$ cat config.mk
export PLATFORM = sky130hd
export DESIGN_NAME = trig_gate_sequencer_flat
export DESIGN_NICKNAME = d
export VERILOG_FILES = /design/src/rtl/trig_ctrl_pkg.sv /design/src/rtl/trig_gate_sequencer_if.sv /design/src/rtl/trig_edge_prescaler.sv /design/src/rtl/trig_gate_sequencer.sv /design/src/flat_wrapper.sv
export SDC_FILE = /design/constraint.sdc
export NUM_CORES = 1
export LEC_CHECK = 0
export CORE_UTILIZATION = 45
export CTS_CLUSTER_DIAMETER = 200
export CTS_CLUSTER_SIZE = 14
export DETAILED_ROUTE_END_ITERATION = 6
export PLACE_DENSITY = 0.81
export SLEW_MARGIN = 20
export SYNTH_ARGS = -nofsm -noshare
export SYNTH_HDL_FRONTEND = slang
export SYNTH_HIERARCHICAL = 1
export SYNTH_SLANG_ARGS = --single-unit
$ cat constraint.sdc
create_clock -name clk -period 9.85 [get_ports clk]
set_input_delay 2.955 -clock clk [delete_from_list [all_inputs] [get_ports clk]]
set_output_delay 2.955 -clock clk [all_outputs]
set_load 0.03 [all_outputs]
$ cat src/rtl/trig_ctrl_pkg.sv
// rtl/trig_ctrl_pkg.sv - shared state encoding and 200 MHz timing defaults for the trigger chain
package trig_ctrl_pkg;

  typedef enum logic [1:0] {
    IDLE     = 2'd0,
    GATE     = 2'd1,
    DEAD     = 2'd2,
    WAIT_DAQ = 2'd3
  } trig_state_e;

  localparam int OUT_LEN_DEF  = 6;
  localparam int GATE_LEN_DEF = 20;
  localparam int DEAD_MIN_DEF = 40;
  localparam int PS_W_DEF     = 8;
  localparam int CNT_W_DEF    = 32;

  // One down-counter serves both GATE and DEAD, so it must hold the larger terminal count.
  function automatic int tmr_width(int a, int b);
    int m;
    m = (a > b) ? a : b;
    return (m <= 1) ? 1 : $clog2(m);
  endfunction

endpackage

$ cat src/rtl/trig_gate_sequencer_if.sv
// rtl/trig_gate_sequencer_if.sv - fire/DAQ inputs and trigger/gate outputs of the sequencer
// Optional lost_cnt member present when TRIG_LOSS_CNT_EN is defined.
interface trig_gate_sequencer_if
  import trig_ctrl_pkg::*;
#(
  parameter int PS_W  = PS_W_DEF,
  parameter int CNT_W = CNT_W_DEF
);
  logic             fire_in;
  logic             enable;
  logic [PS_W-1:0]  prescale;
  logic             daq_busy;
  logic             trig_out;
  logic             gate_out;
  logic             busy_out;
  logic [CNT_W-1:0] trig_cnt;
`ifdef TRIG_LOSS_CNT_EN
  logic [CNT_W-1:0] lost_cnt;
`endif

  modport master (
    output fire_in, enable, prescale, daq_busy,
`ifdef TRIG_LOSS_CNT_EN
    input  lost_cnt,
`endif
    input  trig_out, gate_out, busy_out, trig_cnt
  );

  modport slave (
    input  fire_in, enable, prescale, daq_busy,
`ifdef TRIG_LOSS_CNT_EN
    output lost_cnt,
`endif
    output trig_out, gate_out, busy_out, trig_cnt
  );

endinterface

$ cat src/rtl/trig_edge_prescaler.sv
// rtl/trig_edge_prescaler.sv - fire rising-edge detect, idle qualification and 1-of-N prescaler
// Optional saturating lost-edge counter when TRIG_LOSS_CNT_EN is defined.
module trig_edge_prescaler
  import trig_ctrl_pkg::*;
#(
  parameter int PS_W = PS_W_DEF
`ifdef TRIG_LOSS_CNT_EN
  , parameter int CNT_W = CNT_W_DEF
`endif
) (
  input  logic             clk,
  input  logic             rst,
  input  logic             fire_i,
  input  logic             enable_i,
  input  logic             idle_i,
  input  logic [PS_W-1:0]  prescale_i,
`ifdef TRIG_LOSS_CNT_EN
  output logic [CNT_W-1:0] lost_cnt_o,
`endif
  output logic             accept_o
);

  logic            f_q;
  logic [PS_W-1:0] ps_q, ps_d;
  logic            rise_w;
  logic            qual_w;

  assign rise_w = fire_i & ~f_q;
  assign qual_w = rise_w & enable_i & idle_i;

  // >= rather than == so lowering prescale mid-run cannot strand ps_q above it.
  always_comb begin
    ps_d     = ps_q;
    accept_o = 1'b0;
    if (qual_w) begin
      if (ps_q >= prescale_i) begin
        accept_o = 1'b1;
        ps_d     = '0;
      end else begin
        ps_d = ps_q + PS_W'(1);
      end
    end
  end

  always_ff @(posedge clk) begin
    if (rst) begin
      f_q  <= 1'b0;
      ps_q <= '0;
    end else begin
      f_q  <= fire_i;
      ps_q <= ps_d;
    end
  end

`ifdef TRIG_LOSS_CNT_EN
  logic [CNT_W-1:0] lost_q;

  always_ff @(posedge clk) begin
    if (rst) begin
      lost_q <= '0;
    end else if (rise_w && enable_i && !idle_i && (lost_q != '1)) begin
      lost_q <= lost_q + CNT_W'(1);
    end
  end

  assign lost_cnt_o = lost_q;
`endif

endmodule

$ cat src/rtl/trig_gate_sequencer.sv
// rtl/trig_gate_sequencer.sv - one trigger per fire edge: trig pulse, MQDC gate, dead time, DAQ interlock
// Optional lost-edge counter enabled by macro TRIG_LOSS_CNT_EN.
module trig_gate_sequencer
  import trig_ctrl_pkg::*;
#(
  parameter int OUT_LEN  = OUT_LEN_DEF,
  parameter int GATE_LEN = GATE_LEN_DEF,
  parameter int DEAD_MIN = DEAD_MIN_DEF,
  parameter int PS_W     = PS_W_DEF,
  parameter int CNT_W    = CNT_W_DEF
) (
  input logic                   clk,
  input logic                   rst,
  trig_gate_sequencer_if.slave  bus
);

  localparam int TMR_W = tmr_width(GATE_LEN, DEAD_MIN);

  trig_state_e      state_q, state_d;
  logic [TMR_W-1:0] tmr_q, tmr_d;
  logic             trig_q, trig_d;
  logic             gate_q;
  logic             busy_q;
  logic [CNT_W-1:0] cnt_q;
  logic             accept;

  trig_edge_prescaler #(
    .PS_W (PS_W)
`ifdef TRIG_LOSS_CNT_EN
    , .CNT_W (CNT_W)
`endif
  ) u_edge_prescaler (
    .clk        (clk),
    .rst        (rst),
    .fire_i     (bus.fire_in),
    .enable_i   (bus.enable),
    .idle_i     (state_q == IDLE),
    .prescale_i (bus.prescale),
`ifdef TRIG_LOSS_CNT_EN
    .lost_cnt_o (bus.lost_cnt),
`endif
    .accept_o   (accept)
  );

  always_comb begin
    state_d = state_q;
    tmr_d   = tmr_q;
    case (state_q)
      IDLE: begin
        if (accept) begin
          state_d = GATE;
          tmr_d   = TMR_W'(GATE_LEN - 1);
        end
      end
      GATE: begin
        if (tmr_q == '0) begin
          state_d = DEAD;
          tmr_d   = TMR_W'(DEAD_MIN - 1);
        end else begin
          tmr_d = tmr_q - TMR_W'(1);
        end
      end
      DEAD: begin
        if (tmr_q == '0) begin
          state_d = WAIT_DAQ;
        end else begin
          tmr_d = tmr_q - TMR_W'(1);
        end
      end
      WAIT_DAQ: begin
        if (!bus.daq_busy) begin
          state_d = IDLE;
        end
      end
      default: state_d = IDLE;
    endcase
    // Elapsed gate cycles = GATE_LEN-1-tmr; the GATE qualifier truncates trig when OUT_LEN > GATE_LEN.
    trig_d = (state_d == GATE) && ((int'(tmr_d) + OUT_LEN) >= GATE_LEN);
  end

  always_ff @(posedge clk) begin
    if (rst) begin
      state_q <= IDLE;
      tmr_q   <= '0;
      trig_q  <= 1'b0;
      gate_q  <= 1'b0;
      busy_q  <= 1'b0;
      cnt_q   <= '0;
    end else begin
      state_q <= state_d;
      tmr_q   <= tmr_d;
      trig_q  <= trig_d;
      gate_q  <= (state_d == GATE);
      busy_q  <= (state_d != IDLE);
      if (accept) begin
        cnt_q <= cnt_q + CNT_W'(1);
      end
    end
  end

  assign bus.trig_out = trig_q;
  assign bus.gate_out = gate_q;
  assign bus.busy_out = busy_q;
  assign bus.trig_cnt = cnt_q;

endmodule

$ cat src/flat_wrapper.sv
// flat-port wrapper written by rule: the top's interface ports become plain ports
module trig_gate_sequencer_flat import trig_ctrl_pkg::*;
#(
  parameter int OUT_LEN  = OUT_LEN_DEF,
  parameter int GATE_LEN = GATE_LEN_DEF,
  parameter int DEAD_MIN = DEAD_MIN_DEF,
  parameter int PS_W     = PS_W_DEF,
  parameter int CNT_W    = CNT_W_DEF
)
  (clk, rst, bus_fire_in, bus_enable, bus_prescale, bus_daq_busy, bus_trig_out, bus_gate_out, bus_busy_out, bus_trig_cnt);
  trig_gate_sequencer_if #(.PS_W(PS_W), .CNT_W(CNT_W)) bus_i ();
  input logic clk;
  input logic rst;
  input wire logic [$bits(bus_i.fire_in)-1:0] bus_fire_in;
  input wire logic [$bits(bus_i.enable)-1:0] bus_enable;
  input wire logic [$bits(bus_i.prescale)-1:0] bus_prescale;
  input wire logic [$bits(bus_i.daq_busy)-1:0] bus_daq_busy;
  output wire logic [$bits(bus_i.trig_out)-1:0] bus_trig_out;
  output wire logic [$bits(bus_i.gate_out)-1:0] bus_gate_out;
  output wire logic [$bits(bus_i.busy_out)-1:0] bus_busy_out;
  output wire logic [$bits(bus_i.trig_cnt)-1:0] bus_trig_cnt;
  assign bus_i.fire_in = bus_fire_in;
  assign bus_i.enable = bus_enable;
  assign bus_i.prescale = bus_prescale;
  assign bus_i.daq_busy = bus_daq_busy;
  assign bus_trig_out = bus_i.trig_out;
  assign bus_gate_out = bus_i.gate_out;
  assign bus_busy_out = bus_i.busy_out;
  assign bus_trig_cnt = bus_i.trig_cnt;
  trig_gate_sequencer #(.OUT_LEN(OUT_LEN), .GATE_LEN(GATE_LEN), .DEAD_MIN(DEAD_MIN), .PS_W(PS_W), .CNT_W(CNT_W)) u_core (.clk(clk), .rst(rst), .bus(bus_i));
endmodule
== After elaboration in Yosys (flattened, before gate mapping) ==
Index checks and enable logic that the tools add are counted.
Operators by class
  magnitude comparators: 2
  add/sub/neg operators: 4
  bitwise logic cells: 4
  multiplexer cells: 12
  equal/unequal tests: 4
  reduce and logical (&&, ||, !) cells: 4
Operators by type and width (count)
  $add A32 B1 Y32 const B: 1
  $ge A32 B6 Y1 const B: 1
  $mux W6: 3
  $pmux W6 S3: 1
  $add A8 B1 Y8 const B: 1
  $ge A8 B8 Y1: 1
  $mux W2: 4
  $mux W8: 1
  $pmux W2 S4: 1
  $add A6 B3 Y7 const B: 1
  $logic_not A6 Y1: 1
  $sub A6 B1 Y6 const B: 1
  $eq A2 B1 Y1 const B: 2
  $eq A2 B2 Y1 const B: 2
  $and A1 B1 Y1: 3
  $logic_not A2 Y1: 1
  $mux W1: 2
  $reduce_bool A2 Y1: 1
  $logic_and A1 B1 Y1: 1
  $not A1 Y1: 1
Storage, ports and cells
  flip-flop bits (word level): 52
  input bits: 13
  output and inout bits: 35

== Depth between registers and ports, before layout ==
Gate-level depths: netlist of run 1.
  depth in word-level cells: 10
  mapped depth: 15

== Cells and area by module ==
Netlist of run 1, hierarchy kept.
By module, submodules not included
  trig_gate_sequencer: area each 2183.3 µm², instances 1, sequential area each 860.8 µm², cells an instance 270
  trig_edge_prescaler: area each 703.2 µm², instances 1, sequential area each 180.2 µm², cells an instance 81

== Worst setup path before layout of run 1 ==
No wires, ideal clock.
  path type: input to register
  from: input bus_prescale[7]
  to: register u_core.trig_q (netlist: u_core/bus.trig_out)
  required time: 9.723 ns
  library setup time: 0.127 ns
  slack: 3.730 ns
  cell stages on the path: 14
  data arrival time: 5.993 ns
  cells stage by stage: inv_1 -> ha_1 -> and2_1 -> nand3_1 -> o31ai_2 -> and2_1 -> buf_2 -> o32ai_1 -> or4_1 -> and2_1 -> ha_1 -> or3b_1 -> nor4_1 -> nor4_1
On the way
  cells in the longest elaborated chain, start to end: 8
  elaborated cells on any way between the ends: 11
Ends and longest elaborated chain
  start: declaration: RTL line flat_wrapper.sv:16  | input wire logic [$bits(bus_i.prescale)-1:0] bus_prescale;
  $ge A8 B8 Y1 (*): RTL line trig_edge_prescaler.sv:36  | if (ps_q >= prescale_i) begin
  $mux W1 (*): RTL line trig_edge_prescaler.sv:36
  $mux W1 (*): RTL line trig_edge_prescaler.sv:35  | if (qual_w) begin
  via u_core.accept: RTL line trig_gate_sequencer.sv:25  | logic accept;
  $mux W6: RTL line trig_gate_sequencer.sv:50  | if (accept) begin
  $pmux W6 S3: RTL line trig_gate_sequencer.sv:48  | case (state_q)
  $add A6 B3 Y7: RTL line trig_gate_sequencer.sv:78  | trig_d = (state_d == GATE) && ((int'(tmr_d) + OUT_LEN) >= GATE_LEN);
  $ge A32 B6 Y1: RTL line trig_gate_sequencer.sv:78
  $logic_and A1 B1 Y1 (*): RTL line trig_gate_sequencer.sv:78
  end signal: assignment: RTL line trig_gate_sequencer.sv:92  | trig_q <= trig_d;
  end: declaration: RTL line trig_gate_sequencer.sv:21  | logic trig_q, trig_d;
Mark *: on every way through the listed nets, which the timed path passes. The rest lies on a longest branch.
A chain may end at the register's enable or synchronous reset.

== Worst setup path in the final report of run 1 ==
Same ends and word-level chain as after synthesis.

==> results of run 1 <==
## per-layer routing
layer,wire length [um],GRT usage,part of all wire,vias up
li1,-,-,-,1311
met1,2872,0.2424,0.47,1233
met2,2870,0.3264,0.47,73
met3,343,0.03407,0.056,8
met4,73,0.05789,0.012,0
met5,0,0,0,-
## registers in the layout, indices dropped and copies added (netlist names)
register and cells:
u_core/tmr_q 6, u_core/bus.trig_cnt 32, u_core/bus.busy_out 1, u_core/bus.trig_out 1, u_core/u_edge_prescaler/f_q 1, u_core/u_edge_prescaler/ps_q 8, u_core/bus.gate_out 1, u_core/state_q 2
## worst min path at each step
stage | end | slack (ns) | cells after the start
after floorplan | u_core/u_edge_prescaler/ps_q[1]$_SDFFE_PP0P_ | 0.48 | 2
after global placement | u_core/bus.trig_cnt[25]$_SDFFE_PP0P_ | 0.50 | 2
after detailed placement | u_core/bus.trig_cnt[31]$_SDFFE_PP0P_ | 0.50 | 2
after CTS | u_core/bus.trig_cnt[31]$_SDFFE_PP0P_ | 0.52 | 2
after global routing | u_core/bus.trig_cnt[31]$_SDFFE_PP0P_ | 0.56 | 2
final | u_core/bus.trig_cnt[31]$_SDFFE_PP0P_ | 0.52 | 2
## power by group through the flow
| stage | Sequential (mW) | Clock (mW) | Combinational [mW] |
|---|---|---|---|
| 6_report | 0.223 | 0.114 | 0.0743 |
| 5_1_grt | 0.224 | 0.127 | 0.0820 |
| 4_1_cts | 0.223 | 0.118 | 0.0732 |
| 3_5_place_dp | 0.228 | 0 | 0.0723 |
| 3_3_place_gp | 0.227 | 0 | 0.0698 |
| 2_1_floorplan | 0.223 | 0 | 0.0591 |
## kinds of logic (layout without fill, tap and decap cells)
family                     after synthesis  after routing  synth area share
and+or+nand+nor                        155            155            0.2770
AOI/OAI and AO/OA                       59             59            0.1469
DFF                                     52             52            0.3606
buffers and inverters                   38             77           0.05462
xor gates and xnor gates                32             32           0.09710
adders and majority gates               13             13           0.05635
muxes                                    2              2          0.007369
## layout make-up
class	count	area (sq um)
Clock inverter	1	5.005
Inverter	23	86.33
Fill cell	588	2609
Timing Repair Buffer	47	465.4
Clock buffer	6	72.57
Tap cell	75	93.84
Sequential cell	52	1041
Multi-Input combinational cell	261	1688
## worst register-to-register path: stages, from the launching register on
cell and delay [ns]:
dfxtp_1 0.33, ha_1 0.29, and2_1 0.16, nand3_1 0.22, o31ai_2 0.43, and2_1 0.51
o32ai_1 0.17, or4_1 0.56, and2_1 0.19, ha_1 0.31, or3b_1 0.35, nor4_1 0.27
nor4_1 0.13
## Yosys cell counts (all sizes together), types with 2 or more instances
cell / n / share of area
a2111oi: 3 / 0.016
a211oi: 7 / 0.020
a21o: 2 / 0.0052
a21oi: 12 / 0.021
a31oi: 2 / 0.0043
and2: 4 / 0.0087
and3: 3 / 0.0065
and4: 2 / 0.0061
buf: 7 / 0.014
clkbuf: 8 / 0.010
dfxtp: 52 / 0.36
ha: 13 / 0.056
inv: 23 / 0.030
nand2: 25 / 0.033
nand2b: 6 / 0.016
nand3: 13 / 0.023
nand4: 10 / 0.022
nor2: 48 / 0.062
nor2b: 7 / 0.015
nor3: 10 / 0.017
nor3b: 3 / 0.0078
nor4: 7 / 0.015
o211ai: 2 / 0.0052
o21a: 2 / 0.0052
o21ai: 13 / 0.023
o311ai: 6 / 0.018
o31ai: 3 / 0.0095
or2: 3 / 0.0065
or3: 6 / 0.015
or4: 3 / 0.0078
xnor2: 13 / 0.039
xor2: 19 / 0.058
## through the flow
stage               cell area, sq um  total power [mW]  worst slack (ns)  std cells
finish                          3452            0.4108             2.988        465
global route                    3452            0.4334             2.716        465
CTS                             3452            0.4138             3.032        465
detailed placement              3374            0.2998             2.714        458
global placement                3374            0.2972             2.944        458
floorplan                       2887            0.2825             3.730        351
## cells in the final DEF, fill, tap and decap left out, drive strengths merged, types with 3 or more instances in the layout
| master | instances |
|---|---|
| nor3 | 10 |
| inv | 23 |
| ha | 13 |
| or2 | 3 |
| nor2b | 7 |
| nand2b | 6 |
| nand4 | 10 |
| a2111oi | 3 |
| o21ai | 13 |
| a211oi | 7 |
| and2 | 4 |
| o31ai | 3 |
| xnor2 | 13 |
| nor4 | 7 |
| dfxtp | 52 |
| nor3b | 3 |
| o311ai | 6 |
| clkdlybuf4s50 | 46 |
| xor2 | 19 |
| and3 | 3 |
| nand2 | 25 |
| or4 | 3 |
| or3 | 6 |
| nand3 | 13 |
| clkbuf | 6 |
| nor2 | 48 |
| a21oi | 12 |
==> impl_metrics.env, run 1 <==
export IMPL_status="finished, final reports clean"
export IMPL_num_io_pins=48
export IMPL_ctsResizeCount=0
export IMPL_power_density_mw_per_mm2=119.0
export IMPL_r2r_end="u_core/bus.trig_out$_SDFF_PP0_"
export IMPL_grt_max_degree=51
export IMPL_avgSynthCellArea_sq_um=8.224
export IMPL_hold_start="u_core/bus.trig_cnt[31]$_SDFFE_PP0P_"
export IMPL_clk_pin_slew_worst_paths_ns=0.09
export IMPL_async_reset_ff_frac=0
export IMPL_combinationalPowerShare=0.181
export IMPL_p_clk_frac=0.277
export IMPL_ys_ff_latch=52
export IMPL_cp_max_fo=13
export IMPL_synth_edf_count=0
export IMPL_cp_endpoint="u_core/bus.trig_out$_SDFF_PP0_"
export IMPL_vdd_ir_drop_max_mv=0.05399
export IMPL_clockBufferDepth=2
export IMPL_fin_crit_sh=0.6966
export IMPL_ys_warn_count=6
export IMPL_sw_frac_of_total=0.2829
export IMPL_gp_congestion=0.8490
export IMPL_numPortBuffers=47
export IMPL_setup_tns_ns=0
export IMPL_cp_end_kind="flop"
export IMPL_crit_type="in2reg"
export IMPL_htreeDepth=2
export IMPL_reg2reg_from="u_core/u_edge_prescaler/ps_q[7]$_SDFFE_PP0P_"
export IMPL_antenna_found_initial=0
export IMPL_clk_latency_ns=0.30
export IMPL_yosysSeqAreaShare=0.3606
export IMPL_hold_ws_ns=0.5218
export IMPL_post_drt_wl_per_cell_um=13.25
export IMPL_fin_worst_skew_ns=0.008363
export IMPL_required_ns=10.03
export IMPL_dieArea_sq_mm=0.006739
export IMPL_num_vias=2625
export IMPL_crit_top_cell="and2_1"
export IMPL_drc=0
export IMPL_antenna_left=0
export IMPL_finalHoldViolations=0
export IMPL_n_antenna_cell=0
export IMPL_cts_sinks=52
export IMPL_syn_cell_area_sq_mm=0.002887
export IMPL_relSlewSlack=0.4211
export IMPL_numCtsBuffers=5
export IMPL_wl_mm=6.159
export IMPL_drv_slew=0
export IMPL_grt_pass1_vias=2358
export IMPL_drive_gt1_frac=0.04359
export IMPL_synth_nets=377
export IMPL_power_frac_seq=0.542
export IMPL_crit_arrival_ns=7.04
export IMPL_fmax_mhz=145.7
export IMPL_core_sq_mm=0.006061
export IMPL_ys_flop_type="dfxtp_1"
export IMPL_synth_distinct_cells=52
export IMPL_layout_min_cycle_time_ns=6.862
export IMPL_setup_violations=0
export IMPL_drv_cap=0
export IMPL_viasPerCell=5.645
export IMPL_crit_chain="clkdlybuf4s50_1, inv_1, ha_1, and2_1, nand3_1, o31ai_2, and2_1, o32ai_1, or4_1, and2_1, ha_1, or3b_1, nor4_1, nor4_1"
export IMPL_rsz0062_at_grt="false"
export IMPL_root_buffer="clkbuf_8"
export IMPL_leakage_nw=1.232
export IMPL_crit_path_start_kind="input port"
export IMPL_die_h_um=82.09
export IMPL_worst_slew_pin_transition_ns=0.8684
export IMPL_row_count=28
export IMPL_cpPeakStageDelay_ns=0.56
export IMPL_drtIter0Drc=186
export IMPL_dp_hpwl_mm=4.439
export IMPL_r2r_cells=12
export IMPL_crit_cells=14
export IMPL_cp_top_family="simple AND/OR/NAND/NOR gates"
export IMPL_drt_pre_antenna_iters=5
export IMPL_fin_nets=416
export IMPL_path_buf_inv=2
export IMPL_start_util=0.4763
export IMPL_p_int_mw=0.2946
export IMPL_synthCells=351
export IMPL_r2r_setup_slack_ns=5.80
export IMPL_cts_hold_buffers_added=0
export IMPL_post_route_util=0.5696
export IMPL_cts_tree="yes"
export IMPL_min_path_type="reg2reg"
export IMPL_post_cts_buffers=0
export IMPL_grt_pass1_wl_mm=10.23
export IMPL_dieWidth_um=82.09
export IMPL_grt_overflow=0
export IMPL_crit_start="bus_prescale[7]"
export IMPL_track_usage=0.1906
export IMPL_p_switching_mw=0.1162
export IMPL_syn_to_final_growth_pct=19.59
export IMPL_cp_slowest_cell="or4_1"
Power figures use the tool's default switching activity.
==> inputs of run 2 (changes only) <==
==> constraint.sdc (replaced) <==
create_clock -name clk -period 6.9 [get_ports clk]
set_input_delay 2.07 -clock clk [delete_from_list [all_inputs] [get_ports clk]]
set_output_delay 2.07 -clock clk [all_outputs]
set_load 0.03 [all_outputs]
==> run 2 against run 1 <==
  * Setup slack worse by 2.1 ns
  * Critical path depth stayed put
  * Worst hold slack better by 0.0017 ns
  * Largest cell class unchanged
  * Highest routed layer unchanged
==> impl_metrics.env, run 2 (synthesized netlist as in run 1, its figures left out) <==
export IMPL_hold_start="u_core/bus.trig_cnt[31]$_SDFFE_PP0P_"
export IMPL_r2r_setup_slack_ns=2.84
export IMPL_layout_min_cycle_time_ns=5.992
export IMPL_p_int_mw=0.4204
export IMPL_leakage_nw=1.232
export IMPL_cts_hold_buffers_added=0
export IMPL_r2r_cells=12
export IMPL_setup_violations=0
export IMPL_place_area_sq_mm=0.003374
export IMPL_n_antenna_cell=0
export IMPL_grt_max_degree=51
export IMPL_min_path_type="reg2reg"
export IMPL_num_io_pins=48
export IMPL_status="finished, final reports clean"
export IMPL_clk_pin_slew_worst_paths_ns=0.09
export IMPL_syn_to_final_growth_pct=19.59
export IMPL_rsz0062_at_grt="false"
export IMPL_viasPerCell=5.660
export IMPL_required_ns=7.07
export IMPL_clockBufferDepth=2
export IMPL_post_cts_buffers=0
export IMPL_cts_tree="yes"
export IMPL_combinationalPowerShare=0.180
export IMPL_htreeDepth=2
export IMPL_fill_cells=586
export IMPL_cp_end_kind="flop"
export IMPL_post_drt_wl_per_cell_um=13.21
export IMPL_finalHoldViolations=0
export IMPL_gp_congestion=0.8490
export IMPL_hold_depth=2
export IMPL_numCtsBuffers=5
export IMPL_drive_gt1_frac=0.04359
export IMPL_drv_slew=0
export IMPL_crit_chain="clkdlybuf4s50_1, inv_1, ha_1, and2_1, nand3_1, o31ai_2, and2_1, o32ai_1, or4_1, and2_1, ha_1, or3b_1, nor4_1, nor4_1"
export IMPL_crit_type="in2reg"
export IMPL_row_count=28
export IMPL_r2r_end="u_core/bus.trig_out$_SDFF_PP0_"
export IMPL_crit_path_start_kind="input port"
export IMPL_vdd_ir_drop_max_mv=0.07611
export IMPL_final_common_cell="dfxtp_1"
export IMPL_fin_nets=416
export IMPL_setup_slack_ns=0.9076
export IMPL_core_sq_mm=0.006061
export IMPL_post_place_ws_ns=0.6465
export IMPL_dieArea_sq_mm=0.006739
export IMPL_cpPeakStageDelay_ns=0.56
export IMPL_path_buf_inv=2
export IMPL_dieWidth_um=82.09
export IMPL_drc=0
export IMPL_drv_cap=0
export IMPL_num_vias=2632
export IMPL_cp_slowest_cell="or4_1"
export IMPL_clk_latency_ns=0.30
export IMPL_numPortBuffers=47
export IMPL_cts_sinks=52
export IMPL_crit_start="bus_prescale[7]"
export IMPL_die_h_um=82.09
export IMPL_largest_register_ffs=32
export IMPL_cp_max_fo=13
export IMPL_antenna_left=0
export IMPL_dp_hpwl_mm=4.389
export IMPL_setup_tns_ns=0
export IMPL_p_total_mw=0.5852
export IMPL_crit_top_cell="and2_1"
export IMPL_power_frac_seq=0.543
export IMPL_final_cell_area_sq_mm=0.003452
export IMPL_drtIter0Drc=221
export IMPL_fmax_mhz=166.9
export IMPL_grt_overflow=0
export IMPL_cp_top_family="simple AND/OR/NAND/NOR gates"
export IMPL_reg2reg_from="u_core/u_edge_prescaler/ps_q[7]$_SDFFE_PP0P_"
export IMPL_fin_worst_skew_ns=0.003336
export IMPL_grt_pass1_vias=2372
export IMPL_p_switching_mw=0.1648
export IMPL_layout_common_cells="dfxtp_1, nor2_1, clkdlybuf4s50_1"
export IMPL_power_density_mw_per_mm2=169.5
export IMPL_crit_arrival_ns=6.16
export IMPL_root_buffer="clkbuf_8"
export IMPL_worst_slew_pin_transition_ns=0.8841
export IMPL_start_util=0.4763
export IMPL_min_to="u_core/bus.trig_cnt[31]$_SDFFE_PP0P_"
export IMPL_fin_crit_sh=0.8685
export IMPL_track_usage=0.1920
export IMPL_p_clk_frac=0.277
export IMPL_antenna_found_initial=0
export IMPL_drt_pre_antenna_iters=5
export IMPL_sw_frac_of_total=0.2817
export IMPL_wl_mm=6.142
export IMPL_relSlewSlack=0.4106
export IMPL_grt_pass1_wl_mm=10.28
export IMPL_ctsResizeCount=0
==> run 2: cell counts in the layout (fill, tap and decap cells not counted) <==
No cell type changed its count.
==> run 2: metrics by stage <==
stage,hold WS (ns),cells,util
2_1_floorplan,0.4776,351,-
3_3_place_gp,0.5018,458,0.5568
3_5_place_dp,0.5029,458,0.5568
4_1_cts,0.5272,465,0.5696
5_1_grt,0.5603,465,0.5696
6_report,0.5235,465,0.5696
==> run 2: worst reg2reg max path: cells and delay by family, from the launching register on <==
kind / cells / cell delay, ns
adders and majority gates: 2 / 0.60
AOI/OAI and AO/OA: 2 / 0.60
DFF: 1 / 0.33
and+or+nand+nor: 8 / 2.40
==> run 2: area by class of cell <==
class / instances / area, sq um / share of cell area
multi-input combinational: 261 / 1688 / 0.4889
sequential: 52 / 1041 / 0.3016
timing repair buffer: 47 / 465.4 / 0.1348
tap: 75 / 93.84 / 0.02718
inverter: 23 / 86.33 / 0.02501
clock buffer: 6 / 72.57 / 0.02102
clock inverter: 1 / 5.005 / 0.001450
==> run 2: power groups by stage <==
stage                     Combinational (mW)  Sequential [mW]  Clock, mW
after floorplan                       0.0844            0.319          0
after global placement                0.0996            0.325          0
after detailed placement               0.103            0.325          0
after CTS                              0.104            0.317      0.166
after global routing                   0.117            0.319      0.181
final                                  0.105            0.318      0.162
==> run 2: routing by layer <==
metal	global-route usage	wire length, um	up-vias
met1	0.2444	2906	1232
met5	0	0	-
met3	0.03516	376	10
li1	-	-	1307
met4	0.06316	85	0
met2	0.3256	2774	83
==> run 2: worst max-delay path by stage <==
stage	to	slack, ns	depth (start not counted)
floorplan	u_core/bus.trig_out$_SDFF_PP0_	1.66	14
global placement	u_core/bus.trig_out$_SDFF_PP0_	0.88	14
detailed placement	u_core/bus.trig_out$_SDFF_PP0_	0.65	14
CTS	u_core/bus.trig_out$_SDFF_PP0_	0.96	14
global route	u_core/bus.trig_out$_SDFF_PP0_	0.65	14
finish	u_core/bus.trig_out$_SDFF_PP0_	0.91	14
